--- src/rtl/axis_frame_framer.sv ---
// Pixel-stream framer: tags each accepted pixel with start-of-frame (tuser) and
// end-of-line (tlast) from position counters, and buffers it in a two-entry skid buffer.
module axis_frame_framer #(
    parameter int AXIS_DATA_WIDTH = 24,
    parameter int IMG_WIDTH       = 960,
    parameter int IMG_HEIGHT      = 540
) (
    input  logic                         aclk,
    input  logic                         arstn,
    input  logic                         soft_clr,
    input  logic                         s_pix_valid,
    output logic                         s_pix_ready,
    input  logic [AXIS_DATA_WIDTH-1:0]   s_pix_data,
    output logic                         m_axis_tvalid,
    input  logic                         m_axis_tready,
    output logic [AXIS_DATA_WIDTH-1:0]   m_axis_tdata,
    output logic [AXIS_DATA_WIDTH/8-1:0] m_axis_tstrb,
    output logic [AXIS_DATA_WIDTH/8-1:0] m_axis_tkeep,
    output logic                         m_axis_tlast,
    output logic                         m_axis_tuser,
    output logic                         m_axis_tid,
    output logic                         m_axis_tdest,
    output logic                         frame_done
);

    localparam int COL_W = (IMG_WIDTH  > 1) ? $clog2(IMG_WIDTH)  : 1;
    localparam int ROW_W = (IMG_HEIGHT > 1) ? $clog2(IMG_HEIGHT) : 1;
    localparam logic [COL_W-1:0] COL_LAST = COL_W'(IMG_WIDTH - 1);
    localparam logic [ROW_W-1:0] ROW_LAST = ROW_W'(IMG_HEIGHT - 1);

    // eof marks the pixel whose output handshake completes a frame
    typedef struct packed {
        logic [AXIS_DATA_WIDTH-1:0] data;
        logic                       last;
        logic                       user;
        logic                       eof;
    } entry_t;

    entry_t           out_reg, out_next;
    entry_t           skid_reg, skid_next;
    entry_t           in_entry;
    logic             out_valid_reg, out_valid_next;
    logic             skid_valid_reg, skid_valid_next;
    logic             ready_reg, ready_next;
    logic             frame_done_reg, frame_done_next;
    logic [COL_W-1:0] col_reg, col_next;
    logic [ROW_W-1:0] row_reg, row_next;
    logic             in_fire;
    logic             out_fire;

    always_ff @(posedge aclk or negedge arstn) begin
        if (!arstn) begin
            out_reg        <= '0;
            skid_reg       <= '0;
            out_valid_reg  <= 1'b0;
            skid_valid_reg <= 1'b0;
            ready_reg      <= 1'b0;
            frame_done_reg <= 1'b0;
            col_reg        <= '0;
            row_reg        <= '0;
        end else begin
            out_reg        <= out_next;
            skid_reg       <= skid_next;
            out_valid_reg  <= out_valid_next;
            skid_valid_reg <= skid_valid_next;
            ready_reg      <= ready_next;
            frame_done_reg <= frame_done_next;
            col_reg        <= col_next;
            row_reg        <= row_next;
        end
    end

    always_comb begin
        in_fire  = s_pix_valid && ready_reg;
        out_fire = out_valid_reg && m_axis_tready;

        in_entry.data = s_pix_data;
        in_entry.last = (col_reg == COL_LAST);
        in_entry.user = (col_reg == '0) && (row_reg == '0);
        in_entry.eof  = (col_reg == COL_LAST) && (row_reg == ROW_LAST);

        out_next        = out_reg;
        skid_next       = skid_reg;
        out_valid_next  = out_valid_reg;
        skid_valid_next = skid_valid_reg;
        col_next        = col_reg;
        row_next        = row_reg;
        frame_done_next = out_fire && out_reg.eof;

        if (out_fire) begin
            if (skid_valid_reg) begin
                out_next        = skid_reg;
                skid_valid_next = 1'b0;
            end else begin
                out_valid_next  = 1'b0;
            end
        end

        // ready_reg high guarantees the skid entry is empty here
        if (in_fire) begin
            if (!out_valid_reg || (out_fire && !skid_valid_reg)) begin
                out_next       = in_entry;
                out_valid_next = 1'b1;
            end else begin
                skid_next       = in_entry;
                skid_valid_next = 1'b1;
            end
            if (col_reg == COL_LAST) begin
                col_next = '0;
                row_next = (row_reg == ROW_LAST) ? '0 : row_reg + 1'b1;
            end else begin
                col_next = col_reg + 1'b1;
            end
        end

        ready_next = !skid_valid_next;

        if (soft_clr) begin
            out_valid_next  = 1'b0;
            skid_valid_next = 1'b0;
            col_next        = '0;
            row_next        = '0;
            ready_next      = 1'b0;
            frame_done_next = 1'b0;
        end
    end

    assign s_pix_ready   = ready_reg;
    assign m_axis_tvalid = out_valid_reg;
    assign m_axis_tdata  = out_reg.data;
    assign m_axis_tlast  = out_reg.last;
    assign m_axis_tuser  = out_reg.user;
    assign m_axis_tstrb  = '1;
    assign m_axis_tkeep  = '1;
    assign m_axis_tid    = 1'b0;
    assign m_axis_tdest  = 1'b0;
    assign frame_done    = frame_done_reg;

endmodule

--- config.mk ---
export PLATFORM = sky130hd
export DESIGN_NAME = axis_frame_framer
export DESIGN_NICKNAME = d
export VERILOG_FILES = /design/src/rtl/axis_frame_framer.sv
export SDC_FILE = /design/constraint.sdc
export NUM_CORES = 1
export LEC_CHECK = 0
export ABC_CLOCK_PERIOD_IN_PS = 2400
export CAP_MARGIN = 10
export CORE_MARGIN = 1
export CORE_UTILIZATION = 55
export CTS_BUF_LIST = sky130_fd_sc_hd__clkbuf_8
export CTS_CLUSTER_DIAMETER = 50
export CTS_CLUSTER_SIZE = 40
export DETAILED_ROUTE_END_ITERATION = 8
export GPL_TIMING_DRIVEN = 0
export PLACE_DENSITY = 0.9
export SYNTH_ARGS = -nofsm -noshare
export SYNTH_HDL_FRONTEND = slang
export SYNTH_SLANG_ARGS = --single-unit
--- constraint.sdc ---
create_clock -name aclk -period 2.4 [get_ports aclk]
set_clock_uncertainty 0.05 [all_clocks]
set_input_delay 0.36 -clock aclk [delete_from_list [all_inputs] [get_ports aclk]]
set_output_delay 0.36 -clock aclk [all_outputs]
set_load 0.005 [all_outputs]
==> results.toml <==
[run_status]
status = "completed"

[global_routing]
grt_pass1_vias = 2840
overflow = 0
grt_pass1_wl_mm = 13.8
antenna_found_initial = 0
track_usage_pct = 24.4
grt_max_degree = 75

[place]
pre_cts_slack_ps = -81.7
dpl-instance-area_sq_um = 4550
place_inst = 501
hpwl_mm = 5.46
place.gp.congestion = 0.881
port_buffers = 57

[synthesis]
synth_area_leader_cell = "dfrtp_1"
netlist_area_sq_um = 3830
syn_area_per_cell_sq_um = 10.7
synth_cell_types = 48
ys_warn_count = 0
synth_top_family_by_area = "multiplexers"
yosys.area_share.simple_pct = 13.5
synth_mux_area_share_pct = 14.2
ys_seq_elements = 78
synth_cells = 357
synthTopCellsByArea = "dfrtp_1, mux2_2, mux2i_1"
synth_xor_area_share_pct = 1.14
synth_flop_cell = "dfrtp_1"
synth_compound_area_share_pct = 10.0
ys_seq_area_share_pct = 51.0
synth_top_area_share_pct = 51.0
async_flop_share_pct = 100
synth_edf_count = 0
synthAdderAreaFrac_pct = 1.31

[sta]
rsz0062_at_grt = "no"
slew_violations = 0
fin_ws_ps = 208
period_share_pct = 91.3
hold_viol_final = 0
tns_ps = 0
tightestPinTransition_ps = 754
setup_viol = 0
fmax_mhz = 456
fin_crit_ps = 2190
whs_ps = 307
relSlewSlack_pct = 49.7

[final_layout]
final_core_util_pct = 70.9
nets = 466
finalInstanceArea_sq_um = 4790
final_layout_size_suffix_gt1_share_pct = 21.5
largest_reg_flops = 27
final.fill_count = 460
regArea_sq_um = 1950
final_cells = 518
multi_input_area_sq_um = 1570
area_delta_synth_final_pct = 25.1
diodes = 0

[clock_network]
clock_path_buffers = 2
htreeDepth = 3
clk_pin_slew_ps = 90
clk_latency_ps = 350
cts_made_buffers = 9
cts_tree = "done"
cts.sinks = 78
cts_root_buffer = "clkbuf_8"

[critical_path]
crit_required_ps = 2620
crit_path_start_kind = "input pin"
cp.arrival_ps = 2410
critPathCaptureType = "register"
regToRegSetupSlack_ps = 260
crit_type = "input pin to register"
path_max_fanout = 10

[pwr]
p_per_area_nw_per_um2 = 712
max-vdd-ir-drop_uv = 311
totalPowerFinal_mw = 3.41
p_leak_nw = 2.30

[route]
drtPass1Iterations = 4
top_layer = "met4"
vias = 2888
routedWlPerCell_microns = 15.6
wl_met2_mm = 4.05
wl_met1_mm = 3.49
antenna_left = 0
drtIter0Drc = 161
wl_met3_microns = 392
via_per_inst = 5.58
drc = 0
finalWirelength_mm = 8.06

[floorplanning]
dieArea_sq_um = 7300
initial_core_util_pct = 56.6
core_sq_um = 6760
row_count = 30
chipWidth_microns = 85.4
io_pins = 66
fp.dieH_microns = 85.4

[hold_path]
hold_class = "input pin to async pin"

[flow_run]
maxCapViolations = 0
layer usage:
layer / vias up / GRT usage [%]
li1: 1361 / -
met1: 1428 / 32.0
met2: 87 / 40.7
met3: 12 / 4.96
met4: 0 / 8.18
met5: - / 0
worst paths after layout:
kind                             start          endpoint  cells after the start
min in group aclk          skid_reg[2]       skid_reg[2]                      2
min reg2reg                skid_reg[2]       skid_reg[2]                      2
min                              arstn  m_axis_tdata[13]                      2
max                        s_pix_valid  m_axis_tdata[21]                      6
max reg2reg                 col_reg[0]        row_reg[4]                      6
max in group asynchronous        arstn       skid_reg[4]                      3
cells in the final DEF, fill, tap and decap left out, types with 8 or more instances in the layout:
master           synthesis  routed
clkdlybuf4s50_1          0      56
clkbuf_8                 0      10
nand2_1                 40      40
a21oi_1                 11      11
nor2_1                  15      15
nand3_1                  9       9
o21ai_1                 14      14
o21ai_0                 24      24
buf_4                   32      33
dfrtp_1                 78      78
mux2_2                  27      27
clkbuf_1                10      10
mux2i_1                 24      24
conb_1                   2       8
critical path: stages:
cell and delay, ps:
clkdlybuf4s50_1 540, nand2_1 150, a21oi_1 620, clkbuf_1 470
nand2_1 150, o21ai_1 120
synthesized netlist by cell type, types with 2 or more instances:
master,n
ha_1,4
nor2b_1,2
nor4_1,3
a22o_1,5
nor2_1,15
buf_2,6
or4_4,2
mux2_2,27
buf_4,32
nand3_1,9
and2_1,3
o21ai_0,24
nand2b_1,2
conb_1,2
xor2_1,2
inv_1,6
or3_1,2
and3_1,4
and4_1,3
nand2_1,40
xnor2_1,3
clkbuf_1,10
mux2i_1,24
o21ai_1,14
nor4b_1,2
a21oi_1,11
dfrtp_1,78
o31ai_1,2
what timing repair did:
item | in CTS | in global routing
endpoints found under the hold margin | 4 | 0
hold buffers | 1 | 0
gates resized for setup | 0 | 0
buffers inserted | 0 | 0
endpoints found under the setup margin | 0 | 0
report_power, final:
part / total (mW) / internal, mW / switching (mW)
sequential: 1.62 / 1.51 / 0.110
combinational: 0.668 / 0.423 / 0.246
clock: 1.12 / 0.621 / 0.502
total: 3.41 / 2.55 / 0.858
kinds of logic after synthesis:
family | after synthesis
and+or+nand+nor | 99
DFF | 78
AOI/OAI and AO/OA | 64
buffers and inverters | 54
muxes | 51
xor gates and xnor gates | 5
adders and majority gates | 4
other | 2
final cells by class:
class / count / area share, %
Clock inverter: 6 / 1.96
Buffer: 48 / 6.43
Sequential cell: 78 / 40.8
Clock buffer: 10 / 2.88
Inverter: 6 / 0.470
Multi-Input combinational cell: 231 / 32.7
Tap cell: 80 / 2.09
Timing Repair Buffer: 59 / 12.7
No activity file was read; power rests on OpenSTA's default activity.
